<file path="config.mk">
export PLATFORM = sky130hd
export DESIGN_NAME = uart_tx_report
export DESIGN_NICKNAME = d
export VERILOG_FILES = /design/src/rtl/uart_tx_report.sv
export SDC_FILE = /design/constraint.sdc
export NUM_CORES = 1
export LEC_CHECK = 0
export CAP_MARGIN = 30
export CORE_UTILIZATION = 61
export CTS_CLUSTER_DIAMETER = 120
export DETAILED_ROUTE_END_ITERATION = 8
export HOLD_SLACK_MARGIN = 0.15
export PLACE_DENSITY = 0.85
export SYNTH_ARGS = -nofsm -noshare
export SYNTH_HDL_FRONTEND = slang
export SYNTH_SLANG_ARGS = --single-unit
</file>
<file path="constraint.sdc">
create_clock -name clk -period 7.1 [get_ports clk]
set_input_delay 1.42 -clock clk [delete_from_list [all_inputs] [get_ports clk]]
set_output_delay 1.42 -clock clk [all_outputs]
set_load 0.05 [all_outputs]
</file>
<file path="src/rtl/uart_tx_report.sv">
// rtl/uart_tx_report.sv - 8N1 UART transmitter for the config readback packet
// Packet: HEADER, payload byte 0..CONF_PAR_MAX-1, 8-bit sum of the payload.
module uart_tx_report #(
    parameter int         CONF_PAR_MAX  = 4,
    parameter int         FRAME_CNT_MAX = 5208,
    parameter logic [7:0] HEADER        = 8'hA5
) (
    input  logic                      clk,
    input  logic                      rst,
    input  logic                      start,
    input  logic [CONF_PAR_MAX*8-1:0] par_in,
    output logic                      tx,
    output logic                      busy,
    output logic                      done
);

    localparam int CW  = $clog2(FRAME_CNT_MAX);
    localparam int BIW = $clog2(CONF_PAR_MAX + 2);
    localparam logic [CW-1:0]  CNT_LAST = CW'(FRAME_CNT_MAX - 1);
    localparam logic [BIW-1:0] LAST_PAY = BIW'(CONF_PAR_MAX);
    localparam logic [BIW-1:0] LAST_IDX = BIW'(CONF_PAR_MAX + 1);

    typedef enum logic [1:0] {
        IDLE,
        START_BIT,
        DATA,
        STOP_BIT
    } state_t;

    state_t                    r_state, w_state_next;
    logic [CW-1:0]             r_cnt, w_cnt_next;
    logic [2:0]                r_bit_idx, w_bit_idx_next;
    logic [BIW-1:0]            r_byte_idx, w_byte_idx_next;
    logic [7:0]                r_shift, w_shift_next;
    logic [7:0]                r_chk, w_chk_next;
    logic [CONF_PAR_MAX*8-1:0] r_snap, w_snap_next;
    logic                      r_tx, w_tx_next;
    logic                      r_busy, w_busy_next;
    logic                      r_done, w_done_next;
    logic                      w_bit_end;
    logic [7:0]                w_pay_byte;

    assign w_bit_end  = (r_cnt == CNT_LAST);
    // Byte index k selects payload byte k as the byte following index k.
    assign w_pay_byte = 8'(r_snap >> {r_byte_idx, 3'b000});

    always_comb begin
        w_state_next    = r_state;
        w_cnt_next      = w_bit_end ? '0 : r_cnt + 1'b1;
        w_bit_idx_next  = r_bit_idx;
        w_byte_idx_next = r_byte_idx;
        w_shift_next    = r_shift;
        w_chk_next      = r_chk;
        w_snap_next     = r_snap;
        w_done_next     = 1'b0;
        w_tx_next       = 1'b1;
        w_busy_next     = 1'b0;

        case (r_state)
            IDLE: begin
                w_cnt_next = '0;
                if (start) begin
                    w_state_next    = START_BIT;
                    w_snap_next     = par_in;
                    w_shift_next    = HEADER;
                    w_byte_idx_next = '0;
                    w_bit_idx_next  = '0;
                    w_chk_next      = '0;
                end
            end
            START_BIT: begin
                if (w_bit_end) begin
                    w_state_next   = DATA;
                    w_bit_idx_next = '0;
                end
            end
            DATA: begin
                if (w_bit_end) begin
                    if (r_bit_idx == 3'd7) begin
                        w_state_next = STOP_BIT;
                    end else begin
                        w_bit_idx_next = r_bit_idx + 1'b1;
                        w_shift_next   = {1'b0, r_shift[7:1]};
                    end
                end
            end
            STOP_BIT: begin
                if (w_bit_end) begin
                    if (r_byte_idx == LAST_IDX) begin
                        w_state_next = IDLE;
                        w_done_next  = 1'b1;
                    end else begin
                        w_state_next    = START_BIT;
                        w_byte_idx_next = r_byte_idx + 1'b1;
                        if (r_byte_idx == LAST_PAY) begin
                            w_shift_next = r_chk;
                        end else begin
                            w_shift_next = w_pay_byte;
                            w_chk_next   = r_chk + w_pay_byte;
                        end
                    end
                end
            end
            default: w_state_next = IDLE;
        endcase

        // Line level is registered from the state being entered.
        case (w_state_next)
            START_BIT: w_tx_next = 1'b0;
            DATA:      w_tx_next = w_shift_next[0];
            default:   w_tx_next = 1'b1;
        endcase
        w_busy_next = (w_state_next != IDLE);
    end

    always_ff @(posedge clk) begin
        if (rst) begin
            r_state    <= IDLE;
            r_cnt      <= '0;
            r_bit_idx  <= '0;
            r_byte_idx <= '0;
            r_shift    <= '0;
            r_chk      <= '0;
            r_snap     <= '0;
            r_tx       <= 1'b1;
            r_busy     <= 1'b0;
            r_done     <= 1'b0;
        end else begin
            r_state    <= w_state_next;
            r_cnt      <= w_cnt_next;
            r_bit_idx  <= w_bit_idx_next;
            r_byte_idx <= w_byte_idx_next;
            r_shift    <= w_shift_next;
            r_chk      <= w_chk_next;
            r_snap     <= w_snap_next;
            r_tx       <= w_tx_next;
            r_busy     <= w_busy_next;
            r_done     <= w_done_next;
        end
    end

    assign tx   = r_tx;
    assign busy = r_busy;
    assign done = r_done;

endmodule

</file>
==> results_tabular.tex, run 1 <==
\begin{tabular}{lr}
\hline
Metric & Value \\
\hline
\multicolumn{2}{l}{\textbf{Clocking}} \\
\quad Setup fix buffers added after clock tree synthesis & 0 \\
\quad Max H-tree Level & 3 \\
\quad Root cell of the clock tree & sky130\_fd\_sc\_hd\_\_clkbuf\_8 \\
\quad Worst-skew pair later-pin latency & 360 ps \\
\quad Cts repair resizes & 0 \\
\quad Clock net sink count & 72 \\
\quad TritonCTS clock tree & yes \\
\quad Cts-stage hold buffer count & 0 \\
\quad TritonCTS buffer count & 9 \\
\quad Clock slew at reported path FFs & 70 ps \\
\quad Worst-case clock buffer depth & 2 \\
\multicolumn{2}{l}{\textbf{STA}} \\
\quad Final worst-path cycle share & 45.4\% \\
\quad Post-Route Hold Slack & 455 ps \\
\quad Hold Violations, Final & 0 \\
\quad Transition time at the pin with the least slew margin & 623 ps \\
\quad Fin crit period & 3230 ps \\
\quad RSZ-0062 raised after global routing & false \\
\quad Upper clock frequency limit & 310 MHz \\
\quad Final Max Tran Viols & 0 \\
\quad Worst rel slew slack & 58.4\% \\
\quad Post-route worst setup slack & 3870 ps \\
\quad Final setup vio count & 0 \\
\quad Max Clock Skew & 7.66 ps \\
\quad Final total negative setup slack & 0 ps \\
\multicolumn{2}{l}{\textbf{Critical path}} \\
\quad Critical path buffer and inverter count & 2 \\
\quad Cell type group with the largest total delay on the critical path & buffers and inverters \\
\quad CP Class & input port to flip-flop \\
\quad Largest fanout of any net on the critical path & 39 \\
\quad Endpoint class of the critical path & flip-flop \\
\quad Critical Path AT & 3520 ps \\
\quad Critical Path RT & 7390 ps \\
\quad CP max stage delay & 500 ps \\
\quad Cell Chain, Critical Path & clkdlybuf4s50\_1, nor2b\_1, nor2b\_2, buf\_4, a2bb2oi\_1, nand4b\_1, a21oi\_1 \\
\quad Type of origin of the critical path & input port \\
\quad Worst path slowest cell & sky130\_fd\_sc\_hd\_\_a2bb2oi\_1 \\
\multicolumn{2}{l}{\textbf{Hold path}} \\
\quad Hold WC Path Type & flip-flop to flip-flop \\
\multicolumn{2}{l}{\textbf{Power and ir drop}} \\
\quad Post-route total power & 0.842 mW \\
\quad Total leakage power & 1.54 nW \\
\quad Peak supply drop & 0.000155 V \\
\quad Power density cells & 198 nW/µm² \\
\multicolumn{2}{l}{\textbf{Detailed routing}} \\
\quad Mean routed wirelength per cell & 15.2 µm \\
\quad Remaining antenna violation count after routing & 0 \\
\quad Final wirelength & 8.13 mm \\
\quad TritonRoute pass-1 iters & 5 \\
\quad Number of remaining DRC errors & 0 \\
\quad Routed vias/inst & 5.94 \\
\quad Via count of the routed design & 3179 \\
\quad Initial DRC count & 285 \\
\multicolumn{2}{l}{\textbf{Cells and area}} \\
\quad Layout Nets & 507 \\
\quad Growth of design area from synthesis to finish & 15.8\% \\
\quad Fraction of layout instances using a drive strength above 1 & 9.29\% \\
\quad Fill cell total of the finished layout & 395 \\
\quad Sequential cell area & 1440 µm² \\
\quad Final std cell area, no fill & 4260 µm² \\
\quad Antenna diode count & 0 \\
\quad Multi-input combinational cell area & 2090 µm² \\
\quad Final core occ & 75.5\% \\
\quad Non-Filler Instances & 535 \\
\multicolumn{2}{l}{\textbf{Logic synthesis}} \\
\quad Post-Syn Area per Cell & 8.55 µm² \\
\quad Syn Inst Count & 430 \\
\quad Synthesis-stage register bit count & 72 \\
\quad Sequential fraction of the synthesis area & 39.2\% \\
\quad Post-Syn Area & 3680 µm² \\
\quad Number of enable flip-flop cells after synthesis & 0 \\
\quad Async S/R FF share, synth & 0\% \\
\quad Yosys Warn Count & 0 \\
\quad Most used flip-flop cell after synthesis & sky130\_fd\_sc\_hd\_\_dfxtp\_1 \\
\quad Number of different library cells in the post-synthesis netlist & 66 \\
\quad Post-synth net total & 479 \\
\multicolumn{2}{l}{\textbf{Placed design}} \\
\quad Worst-case setup slack after placement & 3580 ps \\
\quad Routability cong. & 0.857 \\
\quad Post-DP Area & 4060 µm² \\
\quad Placed Cells incl. Taps & 519 \\
\quad Number of buffer cells added on primary ports & 37 \\
\quad Final HPWL from detailed placement & 5.63 mm \\
\multicolumn{2}{l}{\textbf{Global route}} \\
\quad Maximum number of pins on one net before global-route repair & 46 \\
\quad Grt met1 use & 35.7\% \\
\quad Aggregate global routing overflow & 0 \\
\quad Number of antenna violations at the first check in global routing & 0 \\
\quad Global-route wire length before repair & 14.1 mm \\
\quad Busiest metal layer after global routing & met2 \\
\quad Via count of the first global-routing pass & 3085 \\
\quad Global routing usage summed across all routing layers & 29.0\% \\
\quad GR met2 Demand/Resource & 47.4\% \\
\quad Met3 Use GR & 9.26\% \\
\multicolumn{2}{l}{\textbf{Floorplan}} \\
\quad Ports & 38 \\
\quad Die boundary height & 79.6 µm \\
\quad Core region area & 5640 µm² \\
\quad Count of standard-cell rows & 27 \\
\quad Die footprint & 6340 µm² \\
\quad Initial cell density of the core & 65.2\% \\
\quad Die width & 79.6 µm \\
\multicolumn{2}{l}{\textbf{Run status}} \\
\quad Status & finished, final reports clean \\
\multicolumn{2}{l}{\textbf{Flow run}} \\
\quad Maximum capacitance violations & 0 \\
\hline
\end{tabular}
## routing by layer
layer | up-vias | wire [µm]
met3 | 17 | 490
met2 | 116 | 3910
met5 | - | 0
li1 | 1563 | -
met4 | 0 | 163
met1 | 1483 | 3570
## tightest hold or removal path, cell delays in order (launching register included)
cell                      delay, ps
sky130_fd_sc_hd__dfxtp_1        310
sky130_fd_sc_hd__nand2_1         50
sky130_fd_sc_hd__a21oi_1         50
## power breakdown
group / internal [mW] / switching [mW] / leakage (nW) / total, mW
logic: 0.0445 / 0.0476 / 0.853 / 0.0921
clock network: 0.162 / 0.160 / 0.0952 / 0.322
registers: 0.419 / 0.00951 / 0.587 / 0.429
total: 0.625 / 0.217 / 1.54 / 0.842
## flip-flops by register name, indices dropped and copies added, names as in the netlist
name and flops:
r_byte_idx 3, busy 1, r_bit_idx 3, r_state 2
r_shift 8, r_snap 32, r_cnt 13, r_chk 8
done 1, tx 1
## cell usage in the layout (no fill, tap or decap), drive strengths merged, types with 2 or more instances in the layout
cell type      count
o2111ai            3
nand3             15
xor2              11
nor3b              4
nand4b             2
clkinv             4
o2111a             3
and4               2
dfxtp             72
nor4               4
nor2b             15
or3                3
o31ai              2
buf                4
xnor2              5
nor2              30
a21oi             54
inv               11
and3               3
a2bb2oi            5
nand2b             5
clkbuf             9
nand4              4
and2               4
mux2i              4
ha                13
o21a               2
nand2             88
clkinvlp           2
clkdlybuf4s50     36
a31oi              2
mux4               8
nor3              10
## worst paths after layout
path / start / to / slack (ps) / cells after the start
max: start / r_chk[4] / 3870 / 7
min: r_snap[27] / r_snap[27] / 460 / 2
max reg2reg: r_byte_idx[0] / r_chk[6] / 4110 / 9
min reg2reg: r_snap[27] / r_snap[27] / 460 / 2
## cells by family after synthesis
logic type      synth area share, %
simple gates                   27.0
flops                          39.2
fa+ha+maj                      4.97
compound gates                 15.0
buf+inv                        4.08
mux                            5.99
xor+xnor                       3.81
## cell usage after synthesis (2+ instances only)
master                      count  area, µm²
sky130_fd_sc_hd__o31ai_1        2       15.0
sky130_fd_sc_hd__nand4_1        4       25.0
sky130_fd_sc_hd__and2_1         4       25.0
sky130_fd_sc_hd__xor2_1        11       96.3
sky130_fd_sc_hd__ha_1          13        163
sky130_fd_sc_hd__and4_1         2       17.5
sky130_fd_sc_hd__buf_2          5       25.0
sky130_fd_sc_hd__nor2_1        30        113
sky130_fd_sc_hd__nand4b_1       2       17.5
sky130_fd_sc_hd__a21oi_1       54        270
sky130_fd_sc_hd__o2111ai_1      3       26.3
sky130_fd_sc_hd__mux2i_1        4       40.0
sky130_fd_sc_hd__xnor2_1        5       43.8
sky130_fd_sc_hd__clkbuf_1      12       45.0
sky130_fd_sc_hd__nor3_1         8       40.0
sky130_fd_sc_hd__a2bb2oi_1      5       43.8
sky130_fd_sc_hd__nand2_1       88        330
sky130_fd_sc_hd__nand2b_1       5       31.3
sky130_fd_sc_hd__nor2b_1       15       93.8
sky130_fd_sc_hd__mux4_2         8        180
sky130_fd_sc_hd__o2111a_1       3       33.8
sky130_fd_sc_hd__nor3b_1        4       30.0
sky130_fd_sc_hd__o21a_1         2       15.0
sky130_fd_sc_hd__nor4_1         3       18.8
sky130_fd_sc_hd__inv_1         11       41.3
sky130_fd_sc_hd__and3_2         2       15.0
sky130_fd_sc_hd__dfxtp_1       72       1440
sky130_fd_sc_hd__buf_1          2       7.51
sky130_fd_sc_hd__or3_1          2       12.5
sky130_fd_sc_hd__nand3_1       13       65.1
## cell type report
| cell class | instances | area share, % |
|---|---|---|
| clock inverter | 7 | 1.70 |
| sequential | 72 | 33.9 |
| inverter | 11 | 0.970 |
| timing repair buffer | 40 | 9.40 |
| tap | 72 | 2.12 |
| clock buffer | 9 | 2.91 |
| multi-input combinational | 324 | 49.0 |
(Power assumes the default switching activity.)
==> inputs of run 2 (changes only) <==
--- a/config.mk
+++ b/config.mk
@@ -6,11 +6,11 @@
 export NUM_CORES = 1
 export LEC_CHECK = 0
 export CAP_MARGIN = 30
-export CORE_UTILIZATION = 61
+export CORE_UTILIZATION = 51
 export CTS_CLUSTER_DIAMETER = 120
 export DETAILED_ROUTE_END_ITERATION = 8
 export HOLD_SLACK_MARGIN = 0.15
-export PLACE_DENSITY = 0.85
+export PLACE_DENSITY = 0.76
 export SYNTH_ARGS = -nofsm -noshare
 export SYNTH_HDL_FRONTEND = slang
 export SYNTH_SLANG_ARGS = --single-unit
==> constraint.sdc (replaced) <==
create_clock -name clk -period 2.87 [get_ports clk]
set_input_delay 0.574 -clock clk [delete_from_list [all_inputs] [get_ports clk]]
set_output_delay 0.574 -clock clk [all_outputs]
set_load 0.05 [all_outputs]
==> results_tabular.tex, run 2 (same netlist as run 1, synthesis figures left out) <==
\begin{tabular}{lr}
\hline
Metric & Value \\
\hline
\multicolumn{2}{l}{\textbf{Run status}} \\
\quad Status & finished, final reports clean \\
\multicolumn{2}{l}{\textbf{Power and ir drop}} \\
\quad Total leakage power & 1.59 nW (+3.3\%) \\
\quad Peak supply drop & 0.000357 V (+130\%) \\
\quad Power density cells & 530 nW/µm² (+170\%) \\
\multicolumn{2}{l}{\textbf{Clocking}} \\
\quad Worst-skew pair later-pin latency & 350 ps (about the same) \\
\quad Setup fix buffers added after clock tree synthesis & 0 (unchanged) \\
\quad TritonCTS buffer count & 9 (unchanged) \\
\quad Max H-tree Level & 3 (unchanged) \\
\quad TritonCTS clock tree & yes \\
\quad Clock net sink count & 72 (unchanged) \\
\quad Clock slew at reported path FFs & 80 ps (about the same) \\
\quad Root cell of the clock tree & sky130\_fd\_sc\_hd\_\_clkbuf\_8 \\
\quad Worst-case clock buffer depth & 2 (unchanged) \\
\multicolumn{2}{l}{\textbf{Global route}} \\
\quad Met3 Use GR & 4.08\% (-5.2 points) \\
\quad Maximum number of pins on one net before global-route repair & 39 (-15\%) \\
\quad Grt met1 use & 29.1\% (-6.6 points) \\
\quad Number of antenna violations at the first check in global routing & 0 (unchanged) \\
\quad Via count of the first global-routing pass & 2969 (-3.8\%) \\
\quad Busiest metal layer after global routing & met2 \\
\quad GR met2 Demand/Resource & 36.8\% (-11 points) \\
\quad Global routing usage summed across all routing layers & 22.7\% (-6.3 points) \\
\quad Aggregate global routing overflow & 0 (unchanged) \\
\quad Global-route wire length before repair & 13.5 mm (-3.9\%) \\
\multicolumn{2}{l}{\textbf{STA}} \\
\quad Final Max Tran Viols & 0 (unchanged) \\
\quad Final setup vio count & 0 (unchanged) \\
\quad RSZ-0062 raised after global routing & false \\
\quad Max Clock Skew & 10.8 ps (+3.18 ps) \\
\quad Hold Violations, Final & 0 (unchanged) \\
\quad Fin crit period & 2630 ps \\
\quad Worst rel slew slack & 54.9\% (-3.5 points) \\
\quad Final worst-path cycle share & 91.6\% \\
\quad Transition time at the pin with the least slew margin & 677 ps (+53.5 ps) \\
\quad Final total negative setup slack & 0 ps (unchanged) \\
\quad Upper clock frequency limit & 381 MHz \\
\multicolumn{2}{l}{\textbf{Hold path}} \\
\quad Hold WC Path Type & flip-flop to flip-flop \\
\multicolumn{2}{l}{\textbf{Cells and area}} \\
\quad Antenna diode count & 0 (unchanged) \\
\quad Fraction of layout instances using a drive strength above 1 & 10.1\% (+0.80 points) \\
\quad Commonest non-fill, non-tap cell in the layout & sky130\_fd\_sc\_hd\_\_nand2\_1 \\
\quad Regs by FF count & r\_snap (32), r\_cnt (13) \\
\quad Growth of design area from synthesis to finish & 18.7\% \\
\quad Max FFs per register & 32 (unchanged) \\
\quad Top library cells by usage in the layout, fill and taps aside & sky130\_fd\_sc\_hd\_\_nand2\_1, sky130\_fd\_sc\_hd\_\_dfxtp\_1, sky130\_fd\_sc\_hd\_\_a21oi\_1 \\
\quad Largest register by flop count & r\_snap \\
\quad Layout Nets & 510 (+0.59\%) \\
\quad Final std cell area, no fill & 4370 µm² (+2.6\%) \\
\multicolumn{2}{l}{\textbf{Detailed routing}} \\
\quad TritonRoute pass-1 iters & 4 (-1) \\
\quad Number of remaining DRC errors & 0 (unchanged) \\
\quad Routed vias/inst & 5.61 (-5.6\%) \\
\quad Initial DRC count & 200 (-30\%) \\
\quad Final wirelength & 7.91 mm (-2.7\%) \\
\quad Mean routed wirelength per cell & 14.1 µm (-7.3\%) \\
\quad Via count of the routed design & 3153 (-0.82\%) \\
\quad Remaining antenna violation count after routing & 0 (unchanged) \\
\multicolumn{2}{l}{\textbf{Floorplan}} \\
\quad Die width & 86.9 µm (+9.1\%) \\
\quad Initial cell density of the core & 53.5\% (-12 points) \\
\quad Die footprint & 7550 µm² (+19\%) \\
\quad Die boundary height & 86.9 µm (+9.1\%) \\
\quad Count of standard-cell rows & 30 (+11\%) \\
\quad Ports & 38 (unchanged) \\
\quad Core region area & 6870 µm² (+22\%) \\
\multicolumn{2}{l}{\textbf{Placed design}} \\
\quad Routability cong. & 0.860 (+0.30\%) \\
\quad Post-DP Area & 4100 µm² (+0.99\%) \\
\quad Number of buffer cells added on primary ports & 37 (unchanged) \\
\quad Final HPWL from detailed placement & 5.68 mm (+0.95\%) \\
\multicolumn{2}{l}{\textbf{Critical path}} \\
\quad CP Class & flip-flop to flip-flop \\
\quad Endpoint class of the critical path & flip-flop \\
\quad Critical Path AT & 2830 ps (-690 ps) \\
\quad Critical Path RT & 3070 ps (-4320 ps) \\
\quad Largest fanout of any net on the critical path & 6 (-85\%) \\
\quad Type of origin of the critical path & flip-flop \\
\multicolumn{2}{l}{\textbf{Flow run}} \\
\quad Maximum capacitance violations & 0 (unchanged) \\
\hline
\end{tabular}
[run 2: changes by cell type in the layout (fill, tap and decap cells not counted)]
cell	before	now
sky130_fd_sc_hd__buf_4	2	6
sky130_fd_sc_hd__buf_12	1	0
sky130_fd_sc_hd__dfxtp_1	72	71
sky130_fd_sc_hd__bufinv_16	1	3
sky130_fd_sc_hd__clkbuf_8	9	12
sky130_fd_sc_hd__clkinv_4	2	1
sky130_fd_sc_hd__clkinv_2	2	0
sky130_fd_sc_hd__clkinvlp_4	2	0
sky130_fd_sc_hd__dfxtp_2	0	1
[run 2: metrics by stage]
step	worst slack [ps]	hold slack (ps)	power [mW]	util (%)	cells
2_1_floorplan	277	430	1.22	-	430
3_3_place_gp	240	441	1.30	59.7	546
3_5_place_dp	130	447	1.31	59.7	546
4_1_cts	104	458	2.33	63.6	562
5_1_grt	12.9	476	2.41	63.6	562
6_report	242	456	2.31	63.6	562
[run 2: metal layers]
layer	wire length, µm	up-vias
met5	0	-
met1	3650	1482
met3	302	17
met2	3790	81
met4	163	0
li1	-	1573
[run 2: worst paths after layout]
check	depth (start not counted)	slack (ps)	start	to
max	8	240	r_byte_idx[0]	r_chk[7]
min	2	460	r_shift[6]	r_shift[6]
max reg2reg	8	240	r_byte_idx[0]	r_chk[7]
min reg2reg	2	460	r_shift[6]	r_shift[6]
[run 2: cell type report]
class                           instances  area, µm²
Fill cell                             595       2500
Tap cell                               96        120
Clock buffer                           12        165
Clock inverter                          4       98.8
Multi-Input combinational cell        324       2090
Inverter                               11       41.3
Sequential cell                        72       1440
Timing Repair Buffer                   43        410
[run 2: power by group]
group | switching, mW | internal, mW | leakage, nW | total (mW)
registers | 0.0249 | 1.04 | 0.588 | 1.06
clock network | 0.380 | 0.650 | 0.133 | 1.03
logic | 0.115 | 0.108 | 0.865 | 0.223
[run 2: repair_timing]
action	in CTS	in global routing
hold buffers	0	0
gates resized for setup	0	1
endpoints found under the setup margin	0	3
[run 2: critical path, cell delays in order, from the launching register on]
cell,delay [ps]
sky130_fd_sc_hd__dfxtp_2,430
sky130_fd_sc_hd__mux4_2,510
sky130_fd_sc_hd__nor2b_1,160
sky130_fd_sc_hd__ha_1,410
sky130_fd_sc_hd__nand3_1,120
sky130_fd_sc_hd__o2111a_1,260
sky130_fd_sc_hd__or3_1,370
sky130_fd_sc_hd__o2111ai_1,100
sky130_fd_sc_hd__o211ai_1,120
==> inputs of run 3 (changes only) <==
--- a/config.mk
+++ b/config.mk
@@ -6,11 +6,13 @@
 export NUM_CORES = 1
 export LEC_CHECK = 0
 export CAP_MARGIN = 30
+export CORE_MARGIN = 3
 export CORE_UTILIZATION = 51
 export CTS_CLUSTER_DIAMETER = 120
 export DETAILED_ROUTE_END_ITERATION = 8
 export HOLD_SLACK_MARGIN = 0.15
 export PLACE_DENSITY = 0.76
+export SLEW_MARGIN = 20
 export SYNTH_ARGS = -nofsm -noshare
 export SYNTH_HDL_FRONTEND = slang
 export SYNTH_SLANG_ARGS = --single-unit
==> results_tabular.tex, run 3 (same netlist as run 1, synthesis figures left out) <==
\begin{tabular}{lr}
\hline
Metric & Value \\
\hline
\multicolumn{2}{l}{\textbf{Floorplan}} \\
\quad Initial cell density of the core & 53.2\% (-0.29 points) \\
\quad Die footprint & 8270 µm² (+9.4\%) \\
\quad Die boundary height & 90.9 µm (+4.6\%) \\
\quad Die width & 90.9 µm (+4.6\%) \\
\quad Ports & 38 (unchanged) \\
\quad Count of standard-cell rows & 30 (unchanged) \\
\quad Core region area & 6910 µm² (+0.55\%) \\
\multicolumn{2}{l}{\textbf{Detailed routing}} \\
\quad Mean routed wirelength per cell & 14.2 µm (+0.58\%) \\
\quad Final wirelength & 7.96 mm (+0.58\%) \\
\quad Via count of the routed design & 3112 (-1.3\%) \\
\quad Number of remaining DRC errors & 0 (unchanged) \\
\quad Routed vias/inst & 5.54 (-1.3\%) \\
\quad TritonRoute pass-1 iters & 4 (unchanged) \\
\quad Remaining antenna violation count after routing & 0 (unchanged) \\
\quad Initial DRC count & 212 (+6.0\%) \\
\multicolumn{2}{l}{\textbf{Global route}} \\
\quad Global-route wire length before repair & 13.7 mm (+1.4\%) \\
\quad Global routing usage summed across all routing layers & 20.3\% (-2.4 points) \\
\quad Aggregate global routing overflow & 0 (unchanged) \\
\quad Maximum number of pins on one net before global-route repair & 53 (+36\%) \\
\quad Number of antenna violations at the first check in global routing & 0 (unchanged) \\
\quad Via count of the first global-routing pass & 3075 (+3.6\%) \\
\multicolumn{2}{l}{\textbf{Placed design}} \\
\quad Routability cong. & 0.901 (+4.8\%) \\
\quad Number of buffer cells added on primary ports & 37 (unchanged) \\
\quad Final HPWL from detailed placement & 5.85 mm (+2.9\%) \\
\quad Post-DP Area & 4100 µm² (unchanged) \\
\quad Worst-case setup slack after placement & 198 ps (+68.7 ps) \\
\multicolumn{2}{l}{\textbf{Cells and area}} \\
\quad Largest register by flop count & r\_snap \\
\quad Final std cell area, no fill & 4280 µm² (-1.9\%) \\
\quad Layout Nets & 510 (unchanged) \\
\quad Antenna diode count & 0 (unchanged) \\
\quad Fill cell total of the finished layout & 620 (+4.2\%) \\
\quad Top library cells by usage in the layout, fill and taps aside & sky130\_fd\_sc\_hd\_\_nand2\_1, sky130\_fd\_sc\_hd\_\_dfxtp\_1, sky130\_fd\_sc\_hd\_\_a21oi\_1 \\
\quad Commonest non-fill, non-tap cell in the layout & sky130\_fd\_sc\_hd\_\_nand2\_1 \\
\quad Multi-input combinational cell area & 2090 µm² (unchanged) \\
\quad Final core occ & 62.0\% (-1.5 points) \\
\quad Regs by FF count & r\_snap (32), r\_cnt (13) \\
\quad Sequential cell area & 1440 µm² (about the same) \\
\quad Fraction of layout instances using a drive strength above 1 & 9.87\% (-0.21 points) \\
\quad Max FFs per register & 32 (unchanged) \\
\quad Growth of design area from synthesis to finish & 16.5\% \\
\multicolumn{2}{l}{\textbf{Power and ir drop}} \\
\quad Fraction of power spent switching nets & 25.5\% (+3.1 points) \\
\quad Peak supply drop & 0.000341 V (-4.5\%) \\
\quad Relative contribution of sequential cells to total power & 52.6\% (+6.7 points) \\
\quad Gate power share & 11.0\% (+1.4 points) \\
\quad Post-route total power & 2.02 mW (-13\%) \\
\quad Switching power total & 0.515 mW (-0.78\%) \\
\quad Power density cells & 471 nW/µm² (-11\%) \\
\quad Share of power burned in the clock network & 36.3\% (-8.2 points) \\
\quad Internal Dissipation & 1.50 mW (-16\%) \\
\quad Total leakage power & 1.55 nW (-2.4\%) \\
\multicolumn{2}{l}{\textbf{Clocking}} \\
\quad TritonCTS clock tree & yes \\
\quad Setup fix buffers added after clock tree synthesis & 0 (unchanged) \\
\quad Clock net sink count & 72 (unchanged) \\
\quad Clock slew at reported path FFs & 80 ps (about the same) \\
\quad Cts repair resizes & 0 (unchanged) \\
\quad Worst-case clock buffer depth & 2 (unchanged) \\
\quad Root cell of the clock tree & sky130\_fd\_sc\_hd\_\_clkbuf\_8 \\
\quad Cts-stage hold buffer count & 0 (unchanged) \\
\quad TritonCTS buffer count & 9 (unchanged) \\
\quad Worst-skew pair later-pin latency & 350 ps (about the same) \\
\quad Max H-tree Level & 3 (unchanged) \\
\multicolumn{2}{l}{\textbf{Run status}} \\
\quad Status & finished, final reports clean \\
\multicolumn{2}{l}{\textbf{Critical path}} \\
\quad Critical Path RT & 3080 ps (about the same) \\
\quad Worst path slowest cell & sky130\_fd\_sc\_hd\_\_mux4\_2 \\
\quad Cell Chain, Critical Path & mux4\_2, nor2b\_1, ha\_1, nand3\_1, o2111a\_1, or3\_1, o2111ai\_1, o211ai\_1 \\
\quad Largest fanout of any net on the critical path & 6 (unchanged) \\
\quad CP max stage delay & 530 ps (+20 ps) \\
\quad CP Class & flip-flop to flip-flop \\
\quad Critical path buffer and inverter count & 0 (unchanged) \\
\quad Critical Path AT & 2890 ps (+60 ps) \\
\quad Endpoint class of the critical path & flip-flop \\
\quad Cell type group with the largest total delay on the critical path & simple AND/OR/NAND/NOR gates \\
\quad Type of origin of the critical path & flip-flop \\
\multicolumn{2}{l}{\textbf{STA}} \\
\quad Post-route worst setup slack & 188 ps (-53.8 ps) \\
\quad Upper clock frequency limit & 373 MHz (-2.0\%) \\
\quad Worst rel slew slack & 58.0\% (+3.1 points) \\
\quad Transition time at the pin with the least slew margin & 628 ps (-48.7 ps) \\
\quad Final total negative setup slack & 0 ps (unchanged) \\
\quad Final setup vio count & 0 (unchanged) \\
\quad Final worst-path cycle share & 93.4\% (+1.9 points) \\
\quad Fin crit period & 2680 ps (+53.8 ps) \\
\quad Max Clock Skew & 8.86 ps (-1.98 ps) \\
\quad Final Max Tran Viols & 0 (unchanged) \\
\quad Hold Violations, Final & 0 (unchanged) \\
\quad RSZ-0062 raised after global routing & false \\
\multicolumn{2}{l}{\textbf{Hold path}} \\
\quad Hold WC Path Type & flip-flop to flip-flop \\
\multicolumn{2}{l}{\textbf{Flow run}} \\
\quad Maximum capacitance violations & 0 (unchanged) \\
\hline
\end{tabular}
-- run 3: cell types whose count changed in the layout (fill, tap and decap cells not counted) --
cell	before	now
sky130_fd_sc_hd__clkbuf_8	12	11
sky130_fd_sc_hd__bufinv_16	3	0
sky130_fd_sc_hd__dfxtp_1	71	72
sky130_fd_sc_hd__dfxtp_2	1	0
sky130_fd_sc_hd__clkinv_2	0	3
sky130_fd_sc_hd__clkinvlp_4	0	1
-- run 3: cell type report --
class	count	share of cell area (%)
multi-input combinational	324	48.7
sequential	72	33.6
clock buffer	11	3.53
inverter	11	0.964
tap	96	2.80
timing repair buffer	43	9.58
clock inverter	5	0.730
-- run 3: metrics by stage --
step | std cells | hold WS, ps
after floorplan | 430 | 430
after global placement | 546 | 439
after detailed placement | 546 | 447
after CTS | 562 | 456
after global routing | 562 | 475
final | 562 | 455
-- run 3: metal layers --
metal / track usage [%] / part of all wire [%] / vias up
met4: 8.17 / 1.4 / 0
met1: 25.1 / 44 / 1464
li1: - / - / 1570
met3: 4.83 / 4.7 / 8
met5: 0 / 0 / -
met2: 34.2 / 50 / 70
-- run 3: worst paths after layout --
| path | startpoint | endpoint | slack, ps | cells after the start |
|---|---|---|---|---|
| max | r_byte_idx[0] | r_chk[7] | 190 | 8 |
| min | r_snap[21] | r_snap[21] | 460 | 2 |
| max reg2reg | r_byte_idx[0] | r_chk[7] | 190 | 8 |
| min reg2reg | r_snap[21] | r_snap[21] | 460 | 2 |
-- run 3: power groups by stage --
stage	Clock (mW)	Combinational, mW	Sequential [mW]
after global placement	0	0.219	1.08
after global routing	0.795	0.248	1.07
after detailed placement	0	0.223	1.08
final	0.733	0.223	1.06
after CTS	0.747	0.224	1.06
after floorplan	0	0.140	1.08
-- run 3: worst min-delay path, cell delays in order (launching register included) --
cell and delay, ps:
sky130_fd_sc_hd__dfxtp_1 310, sky130_fd_sc_hd__nand2_1 50, sky130_fd_sc_hd__a21oi_1 50
